$ cat src/rtl/if_stage_fetch_if.sv
// Fetch-stage bundle: imem request/response, decode handoff and execute redirect.
// master is the fetch unit's view; slave is the memory/decode/execute side.
interface if_stage_fetch_if #(
  parameter int unsigned ADDR_W = 64,
  parameter int unsigned INST_W = 32
);
  logic              bj_ena;
  logic [ADDR_W-1:0] new_pc;
  logic              imem_req_valid;
  logic              imem_req_ready;
  logic [ADDR_W-1:0] imem_req_addr;
  logic              imem_resp_valid;
  logic [INST_W-1:0] imem_resp_data;
  logic              id_valid;
  logic              id_ready;
  logic [ADDR_W-1:0] id_pc;
  logic [INST_W-1:0] id_inst;

  modport master (
    input  bj_ena, new_pc, imem_req_ready, imem_resp_valid, imem_resp_data, id_ready,
    output imem_req_valid, imem_req_addr, id_valid, id_pc, id_inst
  );

  modport slave (
    output bj_ena, new_pc, imem_req_ready, imem_resp_valid, imem_resp_data, id_ready,
    input  imem_req_valid, imem_req_addr, id_valid, id_pc, id_inst
  );
endinterface

$ cat src/rtl/if_stage_fetch.sv
// Instruction-fetch front end: owns the PC, keeps one imem request in flight,
// hands {pc, inst} to decode and drops wrong-path responses after a redirect.
module if_stage_fetch #(
  parameter int unsigned        ADDR_W   = 64,
  parameter int unsigned        INST_W   = 32,
  parameter logic [ADDR_W-1:0]  RESET_PC = 64'h0000_0000_8000_0000
) (
  input  logic clk,
  input  logic rst,
  if_stage_fetch_if.master bus
);

  localparam int unsigned PC_STEP = 4;

  typedef enum logic [1:0] {
    S_IDLE = 2'd0,
    S_REQ  = 2'd1,
    S_WAIT = 2'd2,
    S_HOLD = 2'd3
  } state_t;

  state_t            r_state;
  logic [ADDR_W-1:0] r_pc;
  logic [ADDR_W-1:0] r_req_pc;
  logic              r_drop;
  logic [ADDR_W-1:0] r_id_pc;
  logic [INST_W-1:0] r_id_inst;

  logic              w_req_hs;
  logic              w_id_hs;
  logic [ADDR_W-1:0] w_redir_pc;
  logic [ADDR_W-1:0] w_pc_next;

  assign w_req_hs   = (r_state == S_REQ)  && bus.imem_req_ready;
  assign w_id_hs    = (r_state == S_HOLD) && bus.id_ready;
  assign w_redir_pc = bus.new_pc & ~ADDR_W'(3);
  assign w_pc_next  = r_pc + ADDR_W'(PC_STEP);

  // Outputs are state-decoded or come straight from registers.
  assign bus.imem_req_valid = (r_state == S_REQ);
  assign bus.imem_req_addr  = r_pc;
  assign bus.id_valid       = (r_state == S_HOLD);
  assign bus.id_pc          = r_id_pc;
  assign bus.id_inst        = r_id_inst;

  // Redirect takes priority in every state; the PC is reloaded from new_pc.
  always_ff @(posedge clk or posedge rst) begin
    if (rst) begin
      r_state   <= S_IDLE;
      r_pc      <= RESET_PC;
      r_req_pc  <= '0;
      r_drop    <= 1'b0;
      r_id_pc   <= '0;
      r_id_inst <= '0;
    end else begin
      case (r_state)
        S_IDLE: begin
          if (bus.bj_ena) r_pc <= w_redir_pc;
          r_state <= S_REQ;
        end

        S_REQ: begin
          if (bus.bj_ena) begin
            r_pc <= w_redir_pc;
            if (w_req_hs) begin
              // The request just accepted is on the old path.
              r_drop  <= 1'b1;
              r_state <= S_WAIT;
            end
          end else if (w_req_hs) begin
            r_req_pc <= r_pc;
            r_pc     <= w_pc_next;
            r_state  <= S_WAIT;
          end
        end

        S_WAIT: begin
          if (bus.bj_ena) begin
            r_pc <= w_redir_pc;
            if (bus.imem_resp_valid) begin
              r_drop  <= 1'b0;
              r_state <= S_REQ;
            end else begin
              r_drop  <= 1'b1;
            end
          end else if (bus.imem_resp_valid) begin
            if (r_drop) begin
              r_drop  <= 1'b0;
              r_state <= S_REQ;
            end else begin
              r_id_pc   <= r_req_pc;
              r_id_inst <= bus.imem_resp_data;
              r_state   <= S_HOLD;
            end
          end
        end

        S_HOLD: begin
          if (bus.bj_ena) begin
            r_pc    <= w_redir_pc;
            r_state <= S_REQ;
          end else if (w_id_hs) begin
            r_state <= S_REQ;
          end
        end

        default: r_state <= S_IDLE;
      endcase
    end
  end

  a_pc_aligned: assert property (@(posedge clk) disable iff (rst) r_pc[1:0] == 2'b00);

  a_hold_stable: assert property (@(posedge clk) disable iff (rst)
    (r_state == S_HOLD && !bus.id_ready && !bus.bj_ena)
      |=> (r_state == S_HOLD && $stable(r_id_pc) && $stable(r_id_inst)));

endmodule
$ cat src/flat_wrapper.sv
// flat-port wrapper written by rule: the top's interface ports become plain ports
module if_stage_fetch_flat 
#(
  parameter int unsigned        ADDR_W   = 64,
  parameter int unsigned        INST_W   = 32,
  parameter logic [ADDR_W-1:0]  RESET_PC = 64'h0000_0000_8000_0000
)
  (clk, rst, bus_bj_ena, bus_new_pc, bus_imem_req_ready, bus_imem_resp_valid, bus_imem_resp_data, bus_id_ready, bus_imem_req_valid, bus_imem_req_addr, bus_id_valid, bus_id_pc, bus_id_inst);
  if_stage_fetch_if #(.ADDR_W(ADDR_W), .INST_W(INST_W)) bus_i ();
  input  logic clk;
  input  logic rst;
  input wire logic [$bits(bus_i.bj_ena)-1:0] bus_bj_ena;
  input wire logic [$bits(bus_i.new_pc)-1:0] bus_new_pc;
  input wire logic [$bits(bus_i.imem_req_ready)-1:0] bus_imem_req_ready;
  input wire logic [$bits(bus_i.imem_resp_valid)-1:0] bus_imem_resp_valid;
  input wire logic [$bits(bus_i.imem_resp_data)-1:0] bus_imem_resp_data;
  input wire logic [$bits(bus_i.id_ready)-1:0] bus_id_ready;
  output wire logic [$bits(bus_i.imem_req_valid)-1:0] bus_imem_req_valid;
  output wire logic [$bits(bus_i.imem_req_addr)-1:0] bus_imem_req_addr;
  output wire logic [$bits(bus_i.id_valid)-1:0] bus_id_valid;
  output wire logic [$bits(bus_i.id_pc)-1:0] bus_id_pc;
  output wire logic [$bits(bus_i.id_inst)-1:0] bus_id_inst;
  assign bus_i.bj_ena = bus_bj_ena;
  assign bus_i.new_pc = bus_new_pc;
  assign bus_i.imem_req_ready = bus_imem_req_ready;
  assign bus_i.imem_resp_valid = bus_imem_resp_valid;
  assign bus_i.imem_resp_data = bus_imem_resp_data;
  assign bus_i.id_ready = bus_id_ready;
  assign bus_imem_req_valid = bus_i.imem_req_valid;
  assign bus_imem_req_addr = bus_i.imem_req_addr;
  assign bus_id_valid = bus_i.id_valid;
  assign bus_id_pc = bus_i.id_pc;
  assign bus_id_inst = bus_i.id_inst;
  if_stage_fetch #(.ADDR_W(ADDR_W), .INST_W(INST_W), .RESET_PC(RESET_PC)) u_core (.clk(clk), .rst(rst), .bus(bus_i));
endmodule
$ cat config.mk
export PLATFORM = sky130hd
export DESIGN_NAME = if_stage_fetch_flat
export DESIGN_NICKNAME = d
export VERILOG_FILES = /design/src/rtl/if_stage_fetch_if.sv /design/src/rtl/if_stage_fetch.sv /design/src/flat_wrapper.sv
export SDC_FILE = /design/constraint.sdc
export NUM_CORES = 1
export LEC_CHECK = 0
export CAP_MARGIN = 25
export CORE_ASPECT_RATIO = 1.2
export CORE_MARGIN = 2
export CORE_UTILIZATION = 45
export CTS_BUF_LIST = sky130_fd_sc_hd__clkbuf_8
export CTS_CLUSTER_DIAMETER = 80
export DETAILED_ROUTE_END_ITERATION = 8
export PLACE_DENSITY = 0.89
export SYNTH_ARGS = -nofsm -noshare
export SYNTH_HDL_FRONTEND = slang
export SYNTH_SLANG_ARGS = --single-unit
$ cat constraint.sdc
create_clock -name clk -period 6.3 [get_ports clk]
set_input_delay 0.63 -clock clk [delete_from_list [all_inputs] [get_ports clk]]
set_output_delay 0.63 -clock clk [all_outputs]
set_load 0.02 [all_outputs]
* After elaboration in Yosys (flattened, before gate mapping)
Index checks and enable logic that the tools add are counted.
Word-level totals: bits in read-only memories 0, latch bits 0, bits in writable memories 0, memories 0, output and inout bits 162, flip-flop bits (word level) 227
Operators by class: shifts and indexed selects 0, add/sub/neg operators 1, magnitude comparators 0, bitwise operators 2, multipliers 0, equal/unequal tests 10, muxes and demuxes 18, div/mod/pow operators 0, reductions and logical operators 10
Operator list (count):
- 64-bit 2-to-1 mux | 3
- 64-bit case mux with 2 select lines | 1
- 64-bit by 3-bit adder with 64-bit output, second input constant | 1
- 2-bit 2-to-1 mux | 7
- 2-bit case mux with 4 select lines | 1
- 4-bit AND reduction | 2
- 3-bit by 2-bit inequality test with 1-bit output, second input constant | 2
- 3-bit AND reduction | 2
- 1-bit 2-to-1 mux | 5
- 2-bit == test, second input constant | 2
- 2-bit by 1-bit inequality test with 1-bit output, second input constant | 2
- 2-bit inequality test, second input constant | 2
- 3-bit inequality test, second input constant | 1
- 3-bit OR reduction | 1
- 2-bit by 1-bit == test with 1-bit output, second input constant | 1
- 1-bit logical AND | 2
- 2-bit zero test | 1
- 1-bit inverter | 2
- 1-bit case mux with 2 select lines | 1
- 2-bit AND reduction | 1
- 2-bit nonzero test | 1

* Longest topological paths before layout
Gate-level depths: netlist (run 1).
word-level depth 5, gate-level depth with buffers 9, mapped depth without buffers 7

* Worst setup path before layout (run 1)
No wires, ideal clock.
path kind reg-to-reg, start point reg u_core.r_pc[22] (netlist: u_core.bus.imem_req_addr[22]), end point reg u_core.r_pc[44] (netlist: u_core.bus.imem_req_addr[44]), arrival time 2.482 ns, buffers on the path 2, stages on the path, launching flop included 8, setup slack 3.681 ns, setup time 0.137 ns, required time 6.163 ns, path through dfrtp_1 -> nand4_2 -> or4_4 -> or4_1 -> buf_2 -> clkbuf_1 -> o311ai_0 -> nand3_1
Between the ends: word-level cells in the longest chain between the ends 4
Ends and longest elaborated chain:
- start: declaration | line if_stage_fetch.sv:23 | logic [ADDR_W-1:0] r_pc;
- start signal: assignment | line if_stage_fetch.sv:58 | if (bus.bj_ena) r_pc <= w_redir_pc;
- start signal: assignment | line if_stage_fetch.sv:64 | r_pc <= w_redir_pc;
- start signal: assignment | line if_stage_fetch.sv:72 | r_pc <= w_pc_next;
- 64-bit by 3-bit adder with 64-bit output | line if_stage_fetch.sv:37 | assign w_pc_next = r_pc + ADDR_W'(PC_STEP);
- 64-bit 2-to-1 mux | line if_stage_fetch.sv:70 | end else if (w_req_hs) begin
- 64-bit 2-to-1 mux | line if_stage_fetch.sv:63 | if (bus.bj_ena) begin
- 64-bit case mux with 2 select lines | line if_stage_fetch.sv:56 | case (r_state)
No other way between the ends. The select of a mux whose other input is x is not followed. A chain may end at the register's enable or synchronous reset.

* Worst setup path in the final report (run 1)
start point reg u_core.r_pc[2] (netlist: u_core.bus.imem_req_addr[2]), end point reg u_core.r_pc[58] (netlist: u_core.bus.imem_req_addr[58])
Same word-level chain as after synthesis.

==> results of run 1 <==
[power by group through the flow]
stage / registers (mW) / logic [mW] / clock network (mW)
after floorplan: 2.52 / 0.653 / 0
after global placement: 2.20 / 1.75 / 0
after detailed placement: 2.24 / 1.80 / 0
after CTS: 2.22 / 1.81 / 1.18
after global routing: 2.29 / 1.90 / 1.25
final: 2.22 / 1.79 / 1.15
[cell families (layout without fill, tap and decap cells)]
family                     after synthesis  count (layout)  share of synthesized area
and+or+nand+nor                        257             257                     0.1374
DFF                                    221             221                     0.5645
muxes                                  154             154                     0.1766
AOI/OAI and AO/OA                      101             101                    0.06372
buffers and inverters                   59             334                    0.02426
xor gates and xnor gates                30              30                    0.02681
adders and majority gates                5               5                   0.006384
other                                    1               5                  0.0003827
[synth_stat cells (11+ instances only)]
cell and instances:
inv_1 12, a31oi_1 18, clkbuf_1 31, xnor2_1 19, nor4_1 16, nand3_1 24, or4_1 16, mux2_2 151
dfrtp_1 220, o31ai_1 13, nand2_1 78, nor2_1 42, xor2_1 11, nand4_1 26, o21ai_0 45
[state kept, by name, indices dropped and copies added, names as in the netlist]
name,count
u_core.bus.id_inst,32
u_core.bus.id_pc,62
u_core.bus.imem_req_addr,62
u_core.r_drop,1
u_core.r_req_pc,62
u_core.r_state,2
[routing by layer]
layer	vias up	wire length, µm	global-route usage	part of all wire
li1	3524	-	-	-
met1	3769	10150	0.2794	0.39
met2	342	13090	0.3846	0.50
met3	66	2195	0.06534	0.083
met4	0	886	0.08740	0.034
met5	-	0	0	0
[final cells by class]
type	count	share of cell area
flip-flops and latches	221	0.4158
multi-input cells	551	0.3051
repair buffers	265	0.2009
clock buffers	39	0.04035
well taps	274	0.02577
clock inverters	17	0.007901
inverters	13	0.003950
diodes	1	0.0001881
[per-stage QoR]
step	area, µm²	utilization	hold slack, ns
after CTS	13250	0.6148	0.4850
final	13300	0.6171	0.4814
after detailed placement	12610	0.5850	0.4703
after global routing	13300	0.6171	0.5084
after floorplan	9814	-	0.4444
after global placement	12610	0.5850	0.4555
[final timing paths]
kind	start	to	slack, ns	cells past startpoint
hold reg to reg	u_core.r_req_pc[17]$_DFFE_PP0P_	u_core.r_req_pc[17]$_DFFE_PP0P_	0.48	2
min in group asynchronous	rst	u_core.bus.id_inst[27]$_DFFE_PP0P_	0.56	2
max in group asynchronous	rst	u_core.r_req_pc[25]$_DFFE_PP0P_	4.70	3
hold / removal	u_core.r_req_pc[17]$_DFFE_PP0P_	u_core.r_req_pc[17]$_DFFE_PP0P_	0.48	2
setup reg to reg	u_core.bus.imem_req_addr[2]$_DFFE_PP0P_	u_core.bus.imem_req_addr[58]$_DFFE_PP0P_	3.07	6
setup / recovery	u_core.bus.imem_req_addr[2]$_DFFE_PP0P_	u_core.bus.imem_req_addr[58]$_DFFE_PP0P_	3.07	6
[worst max-delay path: stages (launching register included)]
cell	delay, ns
dfrtp_1	0.51
ha_1	0.31
and4_1	0.33
nand2_1	0.28
or4_1	0.91
or4_1	0.61
a31oi_1	0.19
==> flow_metrics.env, run 1 <==
export IMPL_outcome="completed"
export IMPL_num_vias=7701
export IMPL_die_x_um=138.7
export IMPL_ctsHtreeMaxLevel=2
export IMPL_routedWlPerCell_um=19.06
export IMPL_p_leak_nw=5.561
export IMPL_ys_types=50
export IMPL_drive_gt1_frac=0.1962
export IMPL_worst_slew_pin_slew_ns=0.8763
export IMPL_power_density_nw_per_um2=387.6
export IMPL_hold_buffers=0
export IMPL_cts_tree="built"
export IMPL_most_common_layout_cells="clkdlybuf4s50_1, dfrtp_1, mux2_2, nand2_1, o21ai_0"
export IMPL_start_util=0.4546
export IMPL_swShare=0.3236
export IMPL_synth_async_reset_ratio=1.000
export IMPL_grt_total_usage=0.2282
export IMPL_grt_max_degree=119
export IMPL_nets=1195
export IMPL_multiInputGateArea_um2=4059
export IMPL_p_total_mw=5.156
export IMPL_fin_crit_sh=0.5120
export IMPL_worstSkewPairLatency_ns=0.53
export IMPL_drc=0
export IMPL_yosys_warnings=0
export IMPL_crit_arrival_ns=3.66
export IMPL_dieArea_um2=22980
export IMPL_drt_iter0_drc=402
export IMPL_place_inst=1322
export IMPL_setup_viol=0
export IMPL_crit_type="reg -> reg"
export IMPL_timing_hold_violations_final=0
export IMPL_num_rows=59
export IMPL_viasPerCell=5.576
export IMPL_worst_endpoint_required_ns=6.73
export IMPL_fmax_mhz=310.0
export IMPL_power_switching_mw=1.669
export IMPL_period_minus_slack_ns=3.225
export IMPL_dp_hpwl_mm=18.31
export IMPL_portBuffers=257
export IMPL_cts_root_buf="clkbuf_8"
export IMPL_yosysSeqAreaShare=0.5645
export IMPL_clkSinkCount=221
export IMPL_antenna_left=0
export IMPL_clkPwrFrac=0.223
export IMPL_syn_inst=828
export IMPL_hold_path_class="reg -> reg"
export IMPL_slew_violations=0
export IMPL_fp_dieH_um=165.7
export IMPL_avgSynthCellArea_um2=11.84
export IMPL_grt_pass1_wl_mm=42.47
export IMPL_p_int_mw=3.488
export IMPL_synth_seq_cells=221
export IMPL_gp_congestion=0.8515
export IMPL_cts_resized=0
export IMPL_dp_slack_ns=2.666
export IMPL_dr_pass1_iters=5
export IMPL_seqPwrFrac=0.430
export IMPL_grt_pass1_vias=7905
export IMPL_clkTransAtPathRegs_ns=0.06
export IMPL_grt_overflow_total=0
export IMPL_antenna_found_initial=1
export IMPL_wirelength_mm=26.32
export IMPL_vdd_ir_drop_worst_mv=0.2831
export IMPL_cp_end_kind="register"
export IMPL_fin_tns_setup_ns=0
export IMPL_num_fill_cells=1691
export IMPL_post_cts_buffers=0
export IMPL_core_area_um2=21560
export IMPL_synth_top_area_share=0.5618
export IMPL_pwr_share_comb=0.347
export IMPL_seqCellArea_um2=5532
export IMPL_setup_slack_ns=3.075
export IMPL_fin_worst_skew_ns=0.03209
export IMPL_rsz0062_at_grt="false"
export IMPL_numCtsBuffers=36
export IMPL_max_cap_violations=0
export IMPL_clock_path_buffers=3
export IMPL_ios=264
export IMPL_synth_edf_count=0
export IMPL_final_common_cell="clkdlybuf4s50_1"
export IMPL_crit_path_start_kind="register"
export IMPL_synth_main_ff_cell="dfrtp_1"
export IMPL_ys_top_cells_by_area="dfrtp_1, mux2_2, nand2_1, o21ai_0, xnor2_1"
export IMPL_cp_max_fo=19
export IMPL_syn_area_um2=9799
export IMPL_yosys_area_top_type="dfrtp_1"
export IMPL_max_slew_margin=0.4158
export IMPL_instances_no_fill=1381
export IMPL_area_delta_synth_final_pct=35.75
Note: power is estimated with default switching activity, not from simulation.
==> run 2: changes to the inputs <==
- clock period: 6.3 -> 2.7 ns (I/O delays scaled with it)
==> run 2 against run 1 <==
Compared with the run above: global-route usage is 0.82 points higher; critical endpoint is now u_core.bus.imem_req_addr[56]$_DFFE_PP0P_; flip-flop and latch count unchanged; largest power group unchanged; register-to-register slack lost 3.0 ns; highest routed layer unchanged; combinational power grew 140%; critical path depth is the same; final area rose by 3.6%; non-clock buffer count is 40 higher; hold slack lost 0.32 ns; critical path type unchanged; maximum frequency is 23% higher; via count increased by 1.9%; sequential share of layout area decreased by 1.4 points; worst setup slack got worse by 3.0 ns.
==> flow_metrics.env, run 2 (synthesis results as in run 1) <==
export IMPL_ctsHtreeMaxLevel=2
export IMPL_crit_type="reg -> reg"
export IMPL_wirelength_mm=27.12
export IMPL_crit_path_start_kind="register"
export IMPL_holdWs_ns=0.1629
export IMPL_crit_slowest_cell="or4_4"
export IMPL_cts_tree="built"
export IMPL_dp_hpwl_mm=19.26
export IMPL_crit_arrival_ns=3.06
export IMPL_crit_path_frequent_cell="or4_1"
export IMPL_worst_endpoint_required_ns=3.13
export IMPL_clkTransAtPathRegs_ns=0.06
export IMPL_num_vias=7846
export IMPL_vdd_ir_drop_worst_mv=0.6411
export IMPL_final_common_cell="clkdlybuf4s50_1"
export IMPL_rsz0062_at_grt="false"
export IMPL_cp_end_kind="register"
export IMPL_grt_max_degree=95
export IMPL_max_slew_margin=0.4882
export IMPL_worst_path_buf_inv=1
export IMPL_antenna_left=0
export IMPL_fin_crit_sh=0.9718
export IMPL_slew_violations=0
export IMPL_fin_tns_setup_ns=0
export IMPL_die_x_um=138.7
export IMPL_diodes=0
export IMPL_hold_path_class="in -> reg"
export IMPL_grt_pass1_wl_mm=44.26
export IMPL_p_leak_nw=5.827
export IMPL_finalInstanceArea_um2=13780
export IMPL_grt_overflow_total=0
export IMPL_drc=0
export IMPL_numCtsBuffers=37
export IMPL_dr_pass1_iters=5
export IMPL_cp_max_fo=19
export IMPL_cts_root_buf="clkbuf_8"
export IMPL_max_cap_violations=0
export IMPL_placed_cell_area_um2=12950
export IMPL_period_minus_slack_ns=2.624
export IMPL_fp_dieH_um=165.7
export IMPL_viasPerCell=5.498
export IMPL_dieArea_um2=22980
export IMPL_start_util=0.4546
export IMPL_worst_slew_pin_slew_ns=0.7678
export IMPL_num_fill_cells=1616
export IMPL_routedWlPerCell_um=19.00
export IMPL_power_density_nw_per_um2=917.5
export IMPL_drive_gt1_frac=0.2316
export IMPL_most_common_layout_cells="clkdlybuf4s50_1, dfrtp_1, mux2_2, nand2_1, clkbuf_8"
export IMPL_final_util=0.6392
export IMPL_gp_congestion=0.8356
export IMPL_fmax_mhz=381.1
export IMPL_worstSkewPairLatency_ns=0.52
export IMPL_grt_total_usage=0.2364
export IMPL_portBuffers=257
export IMPL_clkSinkCount=221
export IMPL_setup_slack_ns=0.07627
export IMPL_p_total_mw=12.64
export IMPL_crit_chain="nand4_1, or4_4, or4_1, buf_6, or4_1, a31oi_1"
export IMPL_cp_top_family="simple AND/OR/NAND/NOR gates"
export IMPL_outcome="completed"
export IMPL_timing_hold_violations_final=0
export IMPL_fin_worst_skew_ns=0.01861
export IMPL_antenna_found_initial=0
export IMPL_ios=264
export IMPL_setup_viol=0
export IMPL_area_delta_synth_final_pct=40.60
export IMPL_drt_iter0_drc=391
export IMPL_clock_path_buffers=3
export IMPL_num_rows=59
export IMPL_nets=1236
export IMPL_dp_slack_ns=0.04336
export IMPL_slowest_delay_ns=0.58
export IMPL_hold_buffers=0
export IMPL_grt_pass1_vias=8252
export IMPL_instances_no_fill=1427
export IMPL_core_area_um2=21560
export IMPL_place_inst=1361
## run 2: changes by cell type in the layout (fill, tap and decap cells not counted), sizes merged
cell / change
clkbuf: +8
bufinv: +2
diode: -1
inv: -3
buf: +40
## run 2: what timing repair did
action / 4_1_cts / 5_1_grt
setup endpoints to repair: 0 / 6
buffers inserted: 0 / 3
resized for setup: 0 / 2
## run 2: layer usage
| layer | global-route usage | vias up | routed length [µm] |
|---|---|---|---|
| li1 | - | 3615 | - |
| met1 | 0.2851 | 3871 | 10790 |
| met2 | 0.4182 | 311 | 13760 |
| met3 | 0.06071 | 49 | 1932 |
| met4 | 0.07027 | 0 | 631 |
| met5 | 0 | - | 0 |
## run 2: where the power goes
part	internal, mW	switching, mW
clock	1.85	1.33
combinational	2.34	2.00
sequential	4.46	0.672
## run 2: worst register-to-register path, stage by stage (launching register included)
cell	delay [ns]
dfrtp_1	0.38
nand4_1	0.14
or4_4	0.58
or4_1	0.51
buf_6	0.18
or4_1	0.54
a31oi_1	0.20
## run 2: area by class of cell
class | instances | area, µm² | share of cell area
clock inverter | 16 | 148.9 | 0.01081
multi-input combinational | 551 | 4061 | 0.2948
tap | 274 | 342.8 | 0.02488
timing repair buffer | 305 | 2994 | 0.2173
clock buffer | 47 | 646.9 | 0.04695
inverter | 13 | 52.55 | 0.003814
sequential | 221 | 5532 | 0.4015
## run 2: path summary, 6_finish.rpt
check,to,slack (ns),startpoint,depth (start not counted)
worst max-delay path,u_core.bus.imem_req_addr[56]$_DFFE_PP0P_,0.08,u_core.bus.imem_req_addr[20]$_DFFE_PP0P_,6
worst max register to register,u_core.bus.imem_req_addr[56]$_DFFE_PP0P_,0.08,u_core.bus.imem_req_addr[20]$_DFFE_PP0P_,6
min in group asynchronous,u_core.bus.id_inst[27]$_DFFE_PP0P_,0.26,rst,3
worst min register to register,u_core.r_req_pc[21]$_DFFE_PP0P_,0.48,u_core.r_req_pc[21]$_DFFE_PP0P_,2
worst min-delay path,u_core.bus.imem_req_addr[62]$_DFFE_PP0P_,0.16,bus_bj_ena,3
max in group asynchronous,u_core.r_req_pc[33]$_DFFE_PP0P_,1.99,rst,3
==> run 3: changes to the inputs <==
- CORE_MARGIN: 2 -> not set
==> run 3 against run 2 <==
Compared with the run above: clock power fell by 6.3%; sequential share of layout area rose by 0.19 points; die area fell by 2.6%; sequential power barely moved; hold slack improved by 0.058 ns; routed wire length fell by 1.8%; clock-buffer cell count fell by 2; largest power group unchanged.
==> flow_metrics.env, run 3 (synthesis results as in run 1) <==
export IMPL_grt_total_usage=0.2386
export IMPL_nets=1237
export IMPL_diodes=0
export IMPL_antenna_left=0
export IMPL_die_x_um=136.7
export IMPL_max_slew_margin=0.5177
export IMPL_clock_path_buffers=3
export IMPL_clkTransAtPathRegs_ns=0.07
export IMPL_slew_violations=0
export IMPL_drive_gt1_frac=0.2298
export IMPL_viasPerCell=5.506
export IMPL_r2r_cells=6
export IMPL_worst_slew_pin_slew_ns=0.7234
export IMPL_dr_pass1_iters=4
export IMPL_gp_congestion=0.8745
export IMPL_timing_hold_violations_final=0
export IMPL_vdd_ir_drop_worst_mv=0.6174
export IMPL_fin_worst_skew_ns=0.02223
export IMPL_antenna_found_initial=0
export IMPL_most_common_layout_cells="clkdlybuf4s50_1, dfrtp_1, mux2_2, nand2_1, buf_4"
export IMPL_grt_pass1_vias=7990
export IMPL_clkSinkCount=221
export IMPL_area_delta_synth_final_pct=39.94
export IMPL_outcome="completed"
export IMPL_dieArea_um2=22370
export IMPL_grt_overflow_total=0
export IMPL_hold_buffers=0
export IMPL_max_cap_violations=0
export IMPL_worstSkewPairLatency_ns=0.51
export IMPL_hold_depth=4
export IMPL_rsz0062_at_grt="false"
export IMPL_portBuffers=257
export IMPL_placed_cell_area_um2=12950
export IMPL_num_rows=58
export IMPL_routedWlPerCell_um=18.71
export IMPL_setup_viol=0
export IMPL_dp_slack_ns=0.08019
export IMPL_crit_type="reg -> reg"
export IMPL_drc=0
export IMPL_setup_slack_ns=0.1378
export IMPL_hold_path_class="in -> reg"
export IMPL_worst_endpoint_required_ns=3.13
export IMPL_grt_max_degree=132
export IMPL_cp_max_fo=19
export IMPL_grt_pass1_wl_mm=41.55
export IMPL_core_area_um2=21190
export IMPL_p_leak_nw=5.814
export IMPL_p_total_mw=12.42
export IMPL_fp_dieH_um=163.7
export IMPL_ios=264
export IMPL_drt_iter0_drc=389
export IMPL_final_common_cell="clkdlybuf4s50_1"
export IMPL_power_density_nw_per_um2=905.6
export IMPL_start_util=0.4624
export IMPL_fin_crit_sh=0.9489
export IMPL_cts_resized=0
export IMPL_cp_end_kind="register"
export IMPL_crit_arrival_ns=2.99
export IMPL_cts_tree="built"
export IMPL_dp_hpwl_mm=18.79
export IMPL_fmax_mhz=390.3
export IMPL_period_minus_slack_ns=2.562
export IMPL_ctsHtreeMaxLevel=2
export IMPL_crit_path_start_kind="register"
export IMPL_post_cts_buffers=0
export IMPL_numCtsBuffers=36
export IMPL_num_vias=7835
export IMPL_finalInstanceArea_um2=13710
export IMPL_wirelength_mm=26.63
export IMPL_cts_root_buf="clkbuf_8"
-- run 3: critical path: stages (launching register included) --
cell and delay (ns):
dfrtp_1 0.40, nand4_1 0.14, or4_4 0.55, or4_1 0.49, buf_4 0.22, or4_1 0.52, a31oi_1 0.17
-- run 3: final timing paths --
check,startpoint,end,slack [ns]
min in group asynchronous,rst,u_core.bus.id_pc[46]$_DFFE_PP0P_,0.30
max in group asynchronous,rst,u_core.r_req_pc[16]$_DFFE_PP0P_,1.82
worst min-delay path,bus_bj_ena,u_core.r_drop$_DFFE_PP0P_,0.22
worst min register to register,u_core.r_req_pc[21]$_DFFE_PP0P_,u_core.r_req_pc[21]$_DFFE_PP0P_,0.48
worst max-delay path,u_core.bus.imem_req_addr[20]$_DFFE_PP0P_,u_core.bus.imem_req_addr[54]$_DFFE_PP0P_,0.14
worst max register to register,u_core.bus.imem_req_addr[20]$_DFFE_PP0P_,u_core.bus.imem_req_addr[54]$_DFFE_PP0P_,0.14
-- run 3: cell type report --
type                       instances  area, µm²
clock buffer                      45      619.3
clock inverter                    16      120.1
fill                            1618       7477
inverter                          13      52.55
multi-input combinational        551       4059
sequential                       221       5532
tap                              270      337.8
timing repair buffer             307       2993
-- run 3: layer usage --
metal / wire length [µm] / track usage / vias up
li1: - / - / 3616
met1: 10480 / 0.2892 / 3836
met2: 13170 / 0.4072 / 318
met3: 2184 / 0.06114 / 65
met4: 797 / 0.08434 / 0
met5: 0 / 0 / -
-- run 3: power breakdown --
part	internal, mW	switching (mW)	leakage (nW)
logic	2.34	2.00	2.66
clock network	1.69	1.28	0.418
registers	4.45	0.655	2.74
-- run 3: through the flow --
| stage | util | cells | hold slack (ns) | setup TNS [ns] |
|---|---|---|---|---|
| after floorplan | - | 831 | 0.3809 | -99.28 |
| after global placement | 0.6112 | 1359 | 0.4611 | 0 |
| after detailed placement | 0.6112 | 1359 | 0.4653 | 0 |
| after CTS | 0.6461 | 1420 | 0.2002 | 0 |
| after global routing | 0.6471 | 1423 | 0.2703 | 0 |
| final | 0.6471 | 1423 | 0.2209 | 0 |
